===== src/rtl/johnson_phase_decoder.sv =====
// Johnson phase decoder: turns a 5-bit twisted-ring count into a phase index
// and one-hot phase, checks that successive samples follow the ring sequence,
// and counts completed revolutions once the sequence has been locked onto.
module johnson_phase_decoder #(
    parameter int REV_W = 8
) (
    input  logic             clk,
    input  logic             reset,
    input  logic [4:0]       count_in,
    input  logic             sample_en,
    input  logic             clr_err,
    output logic [9:0]       phase_onehot,
    output logic [3:0]       phase_idx,
    output logic             valid,
    output logic             illegal_code,
    output logic             seq_error,
    output logic             err_sticky,
    output logic [REV_W-1:0] rev_count,
    output logic             rev_tick,
    output logic [1:0]       state
);

    typedef enum logic [1:0] {
        SYNC  = 2'd0,
        TRACK = 2'd1,
        FAULT = 2'd2
    } state_t;

    state_t           cur_state;
    state_t           nxt_state;
    logic             armed;
    logic             nxt_armed;
    logic [9:0]       nxt_onehot;
    logic [3:0]       nxt_idx;
    logic             nxt_illegal;
    logic             nxt_seq;
    logic             nxt_sticky;
    logic [REV_W-1:0] nxt_rev;
    logic             nxt_tick;

    logic             code_legal;
    logic [3:0]       code_idx;
    logic [3:0]       idx_inc;
    logic             is_hold;
    logic             is_advance;

    // Map the incoming count onto its ring position; anything else is illegal.
    always_comb begin
        code_legal = 1'b1;
        code_idx   = 4'd0;
        case (count_in)
            5'b00000: code_idx = 4'd0;
            5'b00001: code_idx = 4'd1;
            5'b00011: code_idx = 4'd2;
            5'b00111: code_idx = 4'd3;
            5'b01111: code_idx = 4'd4;
            5'b11111: code_idx = 4'd5;
            5'b11110: code_idx = 4'd6;
            5'b11100: code_idx = 4'd7;
            5'b11000: code_idx = 4'd8;
            5'b10000: code_idx = 4'd9;
            default:  code_legal = 1'b0;
        endcase
    end

    // The last accepted index is the reference for hold/advance decisions.
    assign idx_inc    = (phase_idx == 4'd9) ? 4'd0 : phase_idx + 4'd1;
    assign is_hold    = (code_idx == phase_idx);
    assign is_advance = (code_idx == idx_inc);

    // Next-state and next-output computation; pulses default low every cycle.
    always_comb begin
        nxt_state   = cur_state;
        nxt_armed   = armed;
        nxt_onehot  = phase_onehot;
        nxt_idx     = phase_idx;
        nxt_illegal = 1'b0;
        nxt_seq     = 1'b0;
        nxt_sticky  = err_sticky;
        nxt_rev     = rev_count;
        nxt_tick    = 1'b0;
        if (sample_en) begin
            if (code_legal) begin
                nxt_idx    = code_idx;
                nxt_onehot = 10'd1 << code_idx;
            end else begin
                nxt_onehot = 10'd0;
            end
            case (cur_state)
                SYNC: begin
                    if (!code_legal) begin
                        nxt_illegal = 1'b1;
                        nxt_armed   = 1'b0;
                    end else if (armed && is_advance) begin
                        nxt_state = TRACK;
                        nxt_armed = 1'b0;
                    end else begin
                        nxt_armed = 1'b1;
                    end
                end
                TRACK: begin
                    if (!code_legal) begin
                        nxt_illegal = 1'b1;
                        nxt_sticky  = 1'b1;
                        nxt_state   = FAULT;
                    end else if (!(is_hold || is_advance)) begin
                        nxt_seq    = 1'b1;
                        nxt_sticky = 1'b1;
                        nxt_state  = FAULT;
                    end else if (phase_idx == 4'd9 && code_idx == 4'd0) begin
                        nxt_rev  = rev_count + {{(REV_W-1){1'b0}}, 1'b1};
                        nxt_tick = 1'b1;
                    end
                end
                FAULT: begin
                    if (clr_err) begin
                        nxt_state  = SYNC;
                        nxt_sticky = 1'b0;
                        nxt_armed  = 1'b0;
                    end
                end
                default: begin
                    nxt_state = SYNC;
                    nxt_armed = 1'b0;
                end
            endcase
        end
    end

    // Register every output so they all reflect the previous enabled sample.
    always_ff @(posedge clk) begin
        if (reset) begin
            cur_state    <= SYNC;
            armed        <= 1'b0;
            phase_onehot <= 10'd0;
            phase_idx    <= 4'd0;
            illegal_code <= 1'b0;
            seq_error    <= 1'b0;
            err_sticky   <= 1'b0;
            rev_count    <= '0;
            rev_tick     <= 1'b0;
        end else begin
            cur_state    <= nxt_state;
            armed        <= nxt_armed;
            phase_onehot <= nxt_onehot;
            phase_idx    <= nxt_idx;
            illegal_code <= nxt_illegal;
            seq_error    <= nxt_seq;
            err_sticky   <= nxt_sticky;
            rev_count    <= nxt_rev;
            rev_tick     <= nxt_tick;
        end
    end

    assign state = cur_state;
    assign valid = (cur_state == TRACK);

endmodule


===== config.mk =====
export PLATFORM = sky130hd
export DESIGN_NAME = johnson_phase_decoder
export DESIGN_NICKNAME = d
export VERILOG_FILES = /design/src/rtl/johnson_phase_decoder.sv
export SDC_FILE = /design/constraint.sdc
export NUM_CORES = 1
export LEC_CHECK = 0
export CORE_ASPECT_RATIO = 2
export CORE_MARGIN = 2
export CORE_UTILIZATION = 45
export DETAILED_ROUTE_END_ITERATION = 6
export PLACE_DENSITY = 0.69
export SLEW_MARGIN = 20
export SYNTH_ARGS = -nofsm -noshare
export SYNTH_HDL_FRONTEND = slang
export SYNTH_SLANG_ARGS = --single-unit

===== constraint.sdc =====
create_clock -name clk -period 7.4 [get_ports clk]
set_input_delay 1.48 -clock clk [delete_from_list [all_inputs] [get_ports clk]]
set_output_delay 1.48 -clock clk [all_outputs]
set_load 0.01 [all_outputs]

==> impl_metrics.csv <==
group,metric,value,unit
logic_synthesis,synthCells,210,
sta,timing.final.max_slew_violations,0,
floorplanning,std_cell_rows,32,
clock_tree,worst_skew_pair.late_latency,0.28,ns
finish,area_growth,26.0,%
logic_synthesis,syn_area,1770,µm²
placed_design,place.detailed.hpwl,3080,µm
logic_synthesis,synth_warnings,0,
critical_path,timing.critical_path.required,7.56,ns
logic_synthesis,synth_enable_flop_cells,0,
clock_tree,holdBufCountCts,0,
grt,combined_global_route_utilization_of_all_metal_layers,20.0,%
clock_tree,cts.sink_count,29,
sta,final_worst_slack,3.52,ns
critical_path,timing.critical_path.to_type,"flip-flop",
detailed_routing,postRouteWirelength,4100,µm
sta,setup_violators_final,0,
logic_synthesis,synth-simple-area-share,30.4,%
power_and_ir_drop,peak_ir_drop_on_the_vdd_network,121,µV
clock_tree,post_cts.repair.setup_buffers,0,
sta,clock-skew-final,0.00189,ns
logic_synthesis,synth-main-ff-cell,"sky130_fd_sc_hd__dfxtp_1",
floorplanning,die_height,92.7,µm
logic_synthesis,netlist_top_cells_area,"sky130_fd_sc_hd__dfxtp_1 33%, sky130_fd_sc_hd__nor2_1 4.9%, sky130_fd_sc_hd__nand2b_1 4.2%, sky130_fd_sc_hd__a21oi_1 3.7%, sky130_fd_sc_hd__nor2b_1 3.5%",
floorplanning,initial_core_util,46.6,%
logic_synthesis,mappedNetlistNets,223,
clock_tree,cts_buffers,5,
finish,mostFrequentLayoutCells,"37 x sky130_fd_sc_hd__clkdlybuf4s50_1, 29 x sky130_fd_sc_hd__dfxtp_1, 23 x sky130_fd_sc_hd__nor2_1",
placed_design,placement.cell_area,2150,µm²
finish,antennaDiodeCount,0,
grt,antenna_found_initial,0,
logic_synthesis,synth.distinct_cells,56,
logic_synthesis,yosysSeqAreaShare,32.8,%
logic_synthesis,synth.avg_cell_area,8.44,µm²
clock_tree,cts.clk_slew.worst_paths,0.06,ns
placed_design,placement.io_buffers,37,
detailed_routing,vias_per_cell,5.47,
clock_tree,clk_root_buffer_cell,"sky130_fd_sc_hd__clkbuf_8",
detailed_routing,drt_iter0_markers,22,
clock_tree,h_tree_lvl_count,2,
logic_synthesis,synth.ff_latch_count,29,
detailed_routing,post_drt_wl_per_cell,13.9,µm
logic_synthesis,yosys.area_share.adder,2.82,%
placed_design,placedCellCount,287,
critical_path,crit_arrival,4.05,ns
critical_path,type_of_the_worst_setup_path,"in -> reg",
sta,total_count_of_hold_check_failures_in_the_final_report,0,
finish,filler_cell_count,355,
logic_synthesis,muxShareOfSynthArea,4.10,%
logic_synthesis,synthXorXnorAreaFrac,3.95,%
sta,finalSetupTns,0,ns
clock_tree,max-clock-path-buffers,2,
logic_synthesis,post-synth-top-area-fraction,32.8,%
sta,final_period_minus_worst_setup_slack,3.88,ns
sta,grt_setup_unrepaired,"false",
finish,summed_area_of_non_filler_cells_in_the_final_layout,2230,µm²
sta,max_freq,0.257,GHz
floorplanning,dieWidth,48.4,µm
job,drv_cap,0,
logic_synthesis,synth_top_family_by_area,"simple AND/OR/NAND/NOR gates",
floorplanning,dieArea,4490,µm²
grt,grt_overflow_total,0,
finish,nets,256,
clock_tree,cts_tree,"yes",
logic_synthesis,synthArstFlopShare,0,%
detailed_routing,dr.pass1.iters,4,
min_path,worst_hold_path_type,"reg -> reg",
floorplanning,core-area,3800,µm²
placed_design,globalplace.congestion,0.834,
finish,post_route_cells_drive_above_1_share,8.61,%
power_and_ir_drop,cellLeakagePower,0.796,nW
sta,max-slew-margin-rel,33.1,%
grt,grt_pass1_wl,7070,µm
critical_path,timing.critical_path.fanout_max,11,
clock_tree,cts_resized,0,
grt,grt_pass1_vias,1625,
power_and_ir_drop,cellPowerDensity,151,nW/µm²
grt,grt_max_degree,31,
outcome,status,"finished clean",
placed_design,detailedPlace.worstSlack,3.23,ns
floorplanning,io_pins,38,
critical_path,setup.worst_path.start_class,"input port",
detailed_routing,drtAntennaViolNets,0,
finish,commonest_non_fill_non_tap_cell_in_the_layout,"sky130_fd_sc_hd__clkdlybuf4s50_1",
sta,worstMarginPinSlew,1.00,ns
detailed_routing,drc,0,
logic_synthesis,synth-compound-area-share,19.8,%
logic_synthesis,synthDominantAreaCellType,"sky130_fd_sc_hd__dfxtp_1",
sta,period_share,52.5,%
detailed_routing,route.vias.total,1615,
finish,final-instance-count-excl-fill,295,
[report_power, final]
group          switching (W)  internal, W  total (W)
Combinational      0.0000293    0.0000217  0.0000510
Clock              0.0000602    0.0000650   0.000125
Sequential        0.00000332     0.000159   0.000162
[state kept, by name, summed over array words and instances, names as in the netlist]
signal and count:
illegal_code 1, armed 1, rev_tick 1, rev_count 8
phase_onehot 10, state 2, err_sticky 1, seq_error 1
phase_idx 4
[synth_stat cells (all sizes together), types with 3 or more instances]
| cell | n |
|---|---|
| and2 | 3 |
| a22oi | 3 |
| buf | 5 |
| o21ai | 8 |
| or2 | 3 |
| nand2b | 12 |
| a211oi | 6 |
| nand3 | 9 |
| xor2 | 5 |
| dfxtp | 29 |
| inv | 14 |
| and3 | 3 |
| nand4 | 4 |
| nor2b | 10 |
| a21oi | 13 |
| nand2 | 9 |
| mux2i | 5 |
| ha | 4 |
| xnor2 | 3 |
| nor2 | 23 |
| a31oi | 3 |
| clkbuf | 6 |
[layer usage]
metal  track usage [%]  wire length [µm]
met2              36.3              2200
met3              3.87               147
met1              21.1              1630
met4              11.7               114
met5                 0                 0
[layout make-up]
class / count / area, µm² / share of cell area, %
multi-input combinational: 156 / 1080 / 48.5
sequential: 29 / 581 / 26.0
timing repair buffer: 37 / 370 / 16.6
clock buffer: 6 / 72.6 / 3.25
tap: 51 / 63.8 / 2.86
inverter: 14 / 52.6 / 2.35
clock inverter: 2 / 10.0 / 0.448
[kinds of logic after synthesis]
logic type               after synthesis
AND/OR/NAND/NOR                       89
buffers and inverters                 25
adder cells (fa/ha/maj)                4
flip-flops                            29
XOR/XNOR                               8
multiplexers                           7
AO/OA/AOI/OAI                         48
[critical path, cell delays in order]
cell and delay [ns]:
sky130_fd_sc_hd__clkdlybuf4s50_1 0.61, sky130_fd_sc_hd__nor2b_1 0.24, sky130_fd_sc_hd__or4_4 0.52, sky130_fd_sc_hd__nand3_2 0.15
sky130_fd_sc_hd__mux2i_1 0.41, sky130_fd_sc_hd__a211oi_2 0.14, sky130_fd_sc_hd__o21ai_1 0.16, sky130_fd_sc_hd__mux2_1 0.33
[stage by stage]
stage               power [W]  hold WS [ns]  util, %
detailed placement   0.000216         0.464     56.5
global placement     0.000216         0.460     56.5
finish               0.000338         0.470     58.7
global route         0.000353         0.486     58.7
CTS                  0.000342         0.478     58.7
floorplan            0.000201         0.476        -
[path summary, 6_finish.rpt]
kind	start	slack [ns]	end	depth (start not counted)
worst min-delay path	phase_onehot[2]$_SDFFE_PP0P_	0.47	phase_onehot[2]$_SDFFE_PP0P_	2
worst max-delay path	count_in[0]	3.52	err_sticky$_SDFFE_PP0P_	8
worst max register to register	phase_idx[1]$_SDFFE_PP0P_	5.06	err_sticky$_SDFFE_PP0P_	7
worst min register to register	phase_onehot[2]$_SDFFE_PP0P_	0.47	phase_onehot[2]$_SDFFE_PP0P_	2
Power figures use the tool's default switching activity.
